[src/rtl/regb_fifo_packer_pkg.sv]
// Shared definitions for the FIFO packer: state encoding and the counter-width helper.
// The helper also sizes FIFO occupancy counters.
package regb_fifo_packer_pkg;

  typedef enum logic {
    FILL = 1'b0,
    HOLD = 1'b1
  } state_t;

  function automatic int cnt_width(input int ratio);
    return $clog2(ratio + 1);
  endfunction

endpackage

[src/rtl/regb_fifo_packer.sv]
// Pops WIDTH-bit entries from the register FIFO head and packs RATIO of them per output word.
// A word is offered over valid/ready; flush closes a partial word with its lane count.
module regb_fifo_packer
  import regb_fifo_packer_pkg::*;
#(
  parameter int WIDTH = 4,
  parameter int RATIO = 4,
  parameter int CNT_W = cnt_width(RATIO)
) (
  input  logic                   clk,
  input  logic                   res_n,
  input  logic [WIDTH-1:0]       fifo_data,
  input  logic                   fifo_empty_n,
  output logic                   fifo_shift_out,
  input  logic                   flush,
  output logic [WIDTH*RATIO-1:0] out_data,
  output logic [CNT_W-1:0]       out_count,
  output logic                   out_valid,
  input  logic                   out_ready
);

  state_t           state_r, state_s;
  logic [CNT_W-1:0] cnt_r, cnt_s, cnt_inc_s;
  logic [CNT_W-1:0] count_r, count_s;
  logic             pop_s;
  logic             lane_clr_s;
  logic [RATIO-1:0] lane_we_s;

  // Pop decision: out_ready reaches the FIFO only while a word is being held.
  always_comb begin
    pop_s = 1'b0;
    case (state_r)
      FILL:    pop_s = fifo_empty_n;
      HOLD:    pop_s = fifo_empty_n & out_ready;
      default: pop_s = 1'b0;
    endcase
  end

  assign fifo_shift_out = pop_s;
  assign cnt_inc_s      = cnt_r + CNT_W'(pop_s);

  // Next state, lane write enables and word count.
  always_comb begin
    state_s    = state_r;
    cnt_s      = cnt_r;
    count_s    = count_r;
    lane_clr_s = 1'b0;
    lane_we_s  = '0;
    case (state_r)
      FILL: begin
        for (int i = 0; i < RATIO; i++) begin
          lane_we_s[i] = pop_s & (cnt_r == CNT_W'(i));
        end
        if (pop_s && (cnt_r == CNT_W'(RATIO - 1))) begin
          state_s = HOLD;
          cnt_s   = '0;
          count_s = CNT_W'(RATIO);
        end else if (flush && (cnt_inc_s != '0)) begin
          state_s = HOLD;
          cnt_s   = '0;
          count_s = cnt_inc_s;
        end else begin
          cnt_s = cnt_inc_s;
        end
      end
      HOLD: begin
        if (!out_ready) begin
          state_s = HOLD;
        end else begin
          // Accepted word: lanes clear, except lane 0 takes a same-cycle pop.
          lane_clr_s   = 1'b1;
          lane_we_s[0] = pop_s;
          if (pop_s && flush) begin
            state_s = HOLD;
            cnt_s   = '0;
            count_s = CNT_W'(1);
          end else begin
            state_s = FILL;
            cnt_s   = CNT_W'(pop_s);
            count_s = '0;
          end
        end
      end
      default: begin
        state_s    = FILL;
        cnt_s      = '0;
        count_s    = '0;
        lane_clr_s = 1'b1;
      end
    endcase
  end

  // Control state registers.
  always_ff @(posedge clk or negedge res_n) begin
    if (!res_n) begin
      state_r <= FILL;
      cnt_r   <= '0;
      count_r <= '0;
    end else begin
      state_r <= state_s;
      cnt_r   <= cnt_s;
      count_r <= count_s;
    end
  end

  for (genvar g = 0; g < RATIO; g++) begin : g_lane
    logic [WIDTH-1:0] lane_r;

    // One lane of the packed word; a write wins over the clear.
    always_ff @(posedge clk or negedge res_n) begin
      if (!res_n) begin
        lane_r <= '0;
      end else if (lane_we_s[g]) begin
        lane_r <= fifo_data;
      end else if (lane_clr_s) begin
        lane_r <= '0;
      end else begin
        lane_r <= lane_r;
      end
    end

    assign out_data[g*WIDTH +: WIDTH] = lane_r;
  end

  assign out_valid = (state_r == HOLD);
  assign out_count = count_r;

endmodule

[config.mk]
export PLATFORM = sky130hd
export DESIGN_NAME = regb_fifo_packer
export DESIGN_NICKNAME = d
export VERILOG_FILES = /design/src/rtl/regb_fifo_packer_pkg.sv /design/src/rtl/regb_fifo_packer.sv
export SDC_FILE = /design/constraint.sdc
export NUM_CORES = 1
export LEC_CHECK = 0
export ABC_AREA = 1
export CAP_MARGIN = 20
export CELL_PAD_IN_SITES_DETAIL_PLACEMENT = 0
export CELL_PAD_IN_SITES_GLOBAL_PLACEMENT = 2
export CORE_MARGIN = 2
export CORE_UTILIZATION = 28
export DETAILED_ROUTE_END_ITERATION = 8
export GPL_TIMING_DRIVEN = 0
export HOLD_SLACK_MARGIN = 0.12
export PLACE_DENSITY_LB_ADDON = 0.1
export SLEW_MARGIN = 40
export SYNTH_ARGS = -nofsm -noshare
export SYNTH_HDL_FRONTEND = slang
export SYNTH_SLANG_ARGS = --single-unit
[constraint.sdc]
create_clock -name clk -period 2 [get_ports clk]
set_input_delay 0.2 -clock clk [delete_from_list [all_inputs] [get_ports clk]]
set_output_delay 0.2 -clock clk [all_outputs]
set_load 0.02 [all_outputs]
==> impl_metrics.ini <==
[worst_setup_path]
cp_slowest_stage_delay_ps = 390
cp_max_fo = 5
worstPathArrival_ps = 2020
path_depth = 14
path_cells = buf_6 -> nand2_4 -> nand2_4 -> inv_6 -> ha_1 -> ha_4 -> nor2_1 -> nand3_1 -> nand2_2 -> nand2_4 -> nand2_4 -> nand2_2 -> nand2_1 -> nand2_1
cpLargestDelayFamily = simple AND/OR/NAND/NOR gates
cp-end-kind = flop
rr_worst_depth = 14
slowest_stage = dfrtp_1
start_kind = flop
cpMostUsedCell = nand2_4
worstSetupPathType = flop to flop
critPathBufInv = 2
worstPathRequired_ps = 2160

[routing]
vias_per_cell = 4.56
finalWirelength_microns = 2750
drtPass1Iterations = 4
drc_errors = 0
wl_per_cell_microns = 13.4
ant_nets = 0
drtIter0Drc = 45
vias = 935

[placed_design]
routabilityCongestion = 0.841
dp_hpwl_microns = 2070
numPortBuffers = 29

[flow_run]
drv_cap = 0

[logic_synthesis]
synth_edf_count = 0
synth_commonest_cells = dfrtp_1, nand3_1, nand2_1, o21ai_0, inv_1
synth.top_cell.area_share = 0.511
seq_area_frac_synth = 0.511
async_flop_share = 1.00
syn_inst = 120
syn_avg_cell_area_sq_um = 9.38
synth.yosys.warnings = 0
syn_area_sq_um = 1130
ys.flop_type = dfrtp_1
synth_area_leaders = dfrtp_1, nand3_1, nand2_1, o21ai_0, nand2_4
yosysTopAreaCell = dfrtp_1
yosysUniqueCellTypes = 22
syn-num-nets = 131
synth_seq_cells = 23

[power_and_ir_drop]
p_leak_nw = 0.719
p_total_mw = 2.03
p_per_area_nw_per_um2 = 1310
peakVddDrop_v = 0.000419

[finish]
insertedDiodeCount = 0
drive_gt1_frac = 0.174
nNetsFinal = 167
syn2layout_area_growth_pct = 37.9

[clock_tree]
clock-sinks = 23
insertion_delay_ps = 260
clk_pin_slew_ps = 80
clockBufferDepth = 2
root_buffer = clkbuf_8
cts_tree = done
cts.htree.levels = 1
numCtsBuffers = 3

[run_status]
outcome = finished, final reports clean

[global_route]
antenna_found_initial = 0
grt_usage = 0.133
gr-total-overflow = 0
grt_pass1_vias = 929
grt_max_degree = 24
grt_pass1_wl_microns = 4500

[floorplan]
die_w_microns = 67.4
placementRows = 23
num_io_pins = 30
core_area_sq_um = 3940
die_height_microns = 67.4
dieArea_sq_um = 4540
start_util = 0.286

[sta]
relSlewSlack = 0.652
finalMaxSlewViolations = 0
hold_viol_final = 0
fin_skew_ps = 0.724
min_period_ps = 1860
timing.final.crit_share = 0.932
finalSetupViolations = 0
fmax_ghz = 0.537
worstMarginPinSlew_ps = 521
hold_ws_ps = 443

[min_path]
hold_class = input pin to asynchronous set/reset pin
==> kinds of logic after synthesis <==
group | after synthesis | synth area share
and+or+nand+nor | 60 | 0.307
buffers and inverters | 16 | 0.0678
AOI/OAI and AO/OA | 19 | 0.0922
DFF | 23 | 0.511
adders and majority gates | 2 | 0.0222
==> flip-flops by register name, summed over array words and instances (netlist names) <==
| name | count |
|---|---|
| out_count | 3 |
| cnt_r | 3 |
| out_valid | 1 |
| g_lane.lane_r | 16 |
==> worst paths after layout <==
path	from	endpoint	slack, ps
worst max-delay path	out_valid	out_count[0]	140
worst min-delay path	res_n	out_count[1]	440
worst max register to register	out_valid	out_count[0]	140
worst min register to register	g_lane[3].lane_r[0]	g_lane[3].lane_r[0]	490
max in group asynchronous	res_n	g_lane[1].lane_r[1]	1210
min in group clk	g_lane[3].lane_r[0]	g_lane[3].lane_r[0]	490
==> per-stage QoR <==
step / instances / setup TNS [ps] / worst slack (ps) / area, sq um / util
after global placement: 199 / -776 / -216 / 1480 / 0.375
final: 205 / 0 / 137 / 1550 / 0.394
after floorplan: 120 / 0 / 29.9 / 1130 / -
after CTS: 205 / 0 / 54.5 / 1540 / 0.390
after global routing: 205 / -34.8 / -29.1 / 1550 / 0.394
after detailed placement: 199 / -838 / -228 / 1470 / 0.374
==> power by group <==
group          switching, mW  total, mW  leakage (nW)  internal (mW)
Sequential            0.0906      0.704         0.308          0.613
Combinational          0.596       1.04         0.385          0.445
Clock                  0.148      0.287        0.0255          0.139
Total                  0.834       2.03         0.719           1.20
==> metal layers <==
layer	global-route usage	vias up	wire (microns)
met5	0	-	0
met4	0.0306	0	19
li1	-	466	-
met1	0.169	452	1190
met2	0.233	15	1440
met3	0.0267	2	100
==> placed cells by master (no fill, tap or decap) <==
cell type / Yosys / final
buf_2: 1 / 2
buf_4: 0 / 1
buf_6: 1 / 1
clkbuf_8: 0 / 3
clkdlybuf4s50_1: 0 / 28
clkinv_2: 0 / 1
dfrtp_1: 23 / 23
dlygate4sd3_1: 0 / 1
ha_1: 2 / 1
ha_4: 0 / 1
inv_1: 11 / 10
inv_2: 1 / 2
inv_4: 1 / 1
inv_6: 1 / 1
nand2_1: 18 / 17
nand2_2: 3 / 4
nand2_4: 4 / 4
nand2_8: 1 / 1
nand3_1: 23 / 23
nand4_1: 2 / 2
nor2_1: 5 / 5
nor2_4: 2 / 2
nor2_8: 1 / 1
nor3_1: 1 / 1
o21ai_0: 13 / 13
o21ai_1: 3 / 3
o21ai_2: 2 / 2
o22ai_1: 1 / 1
==> worst reg2reg max path: stages, from the launching register on <==
cell     delay, ps
dfrtp_1        390
buf_6          130
nand2_4         90
nand2_4         70
inv_6           80
ha_1           190
ha_4           220
nor2_1         110
nand3_1         90
nand2_2         90
nand2_4         60
nand2_4         80
nand2_2         50
nand2_1         60
nand2_1         40
==> final cells by class <==
cell class                      instances  area (sq um)
Buffer                                  2          16.3
Clock buffer                            3          41.3
Clock inverter                          1          5.00
Fill cell                             399          2390
Inverter                               14          60.1
Multi-Input combinational cell         81           489
Sequential cell                        23           576
Tap cell                               50          62.6
Timing Repair Buffer                   31           303
==> timing repair <==
item | CTS | global route
setup endpoints to repair | 2 | 2
buffers inserted | 1 | 0
endpoints found under the hold margin | 23 | 0
gates resized for setup | 0 | 3
hold buffers | 1 | 0
pin swaps | 0 | 0
Power figures use the tool's default switching activity.
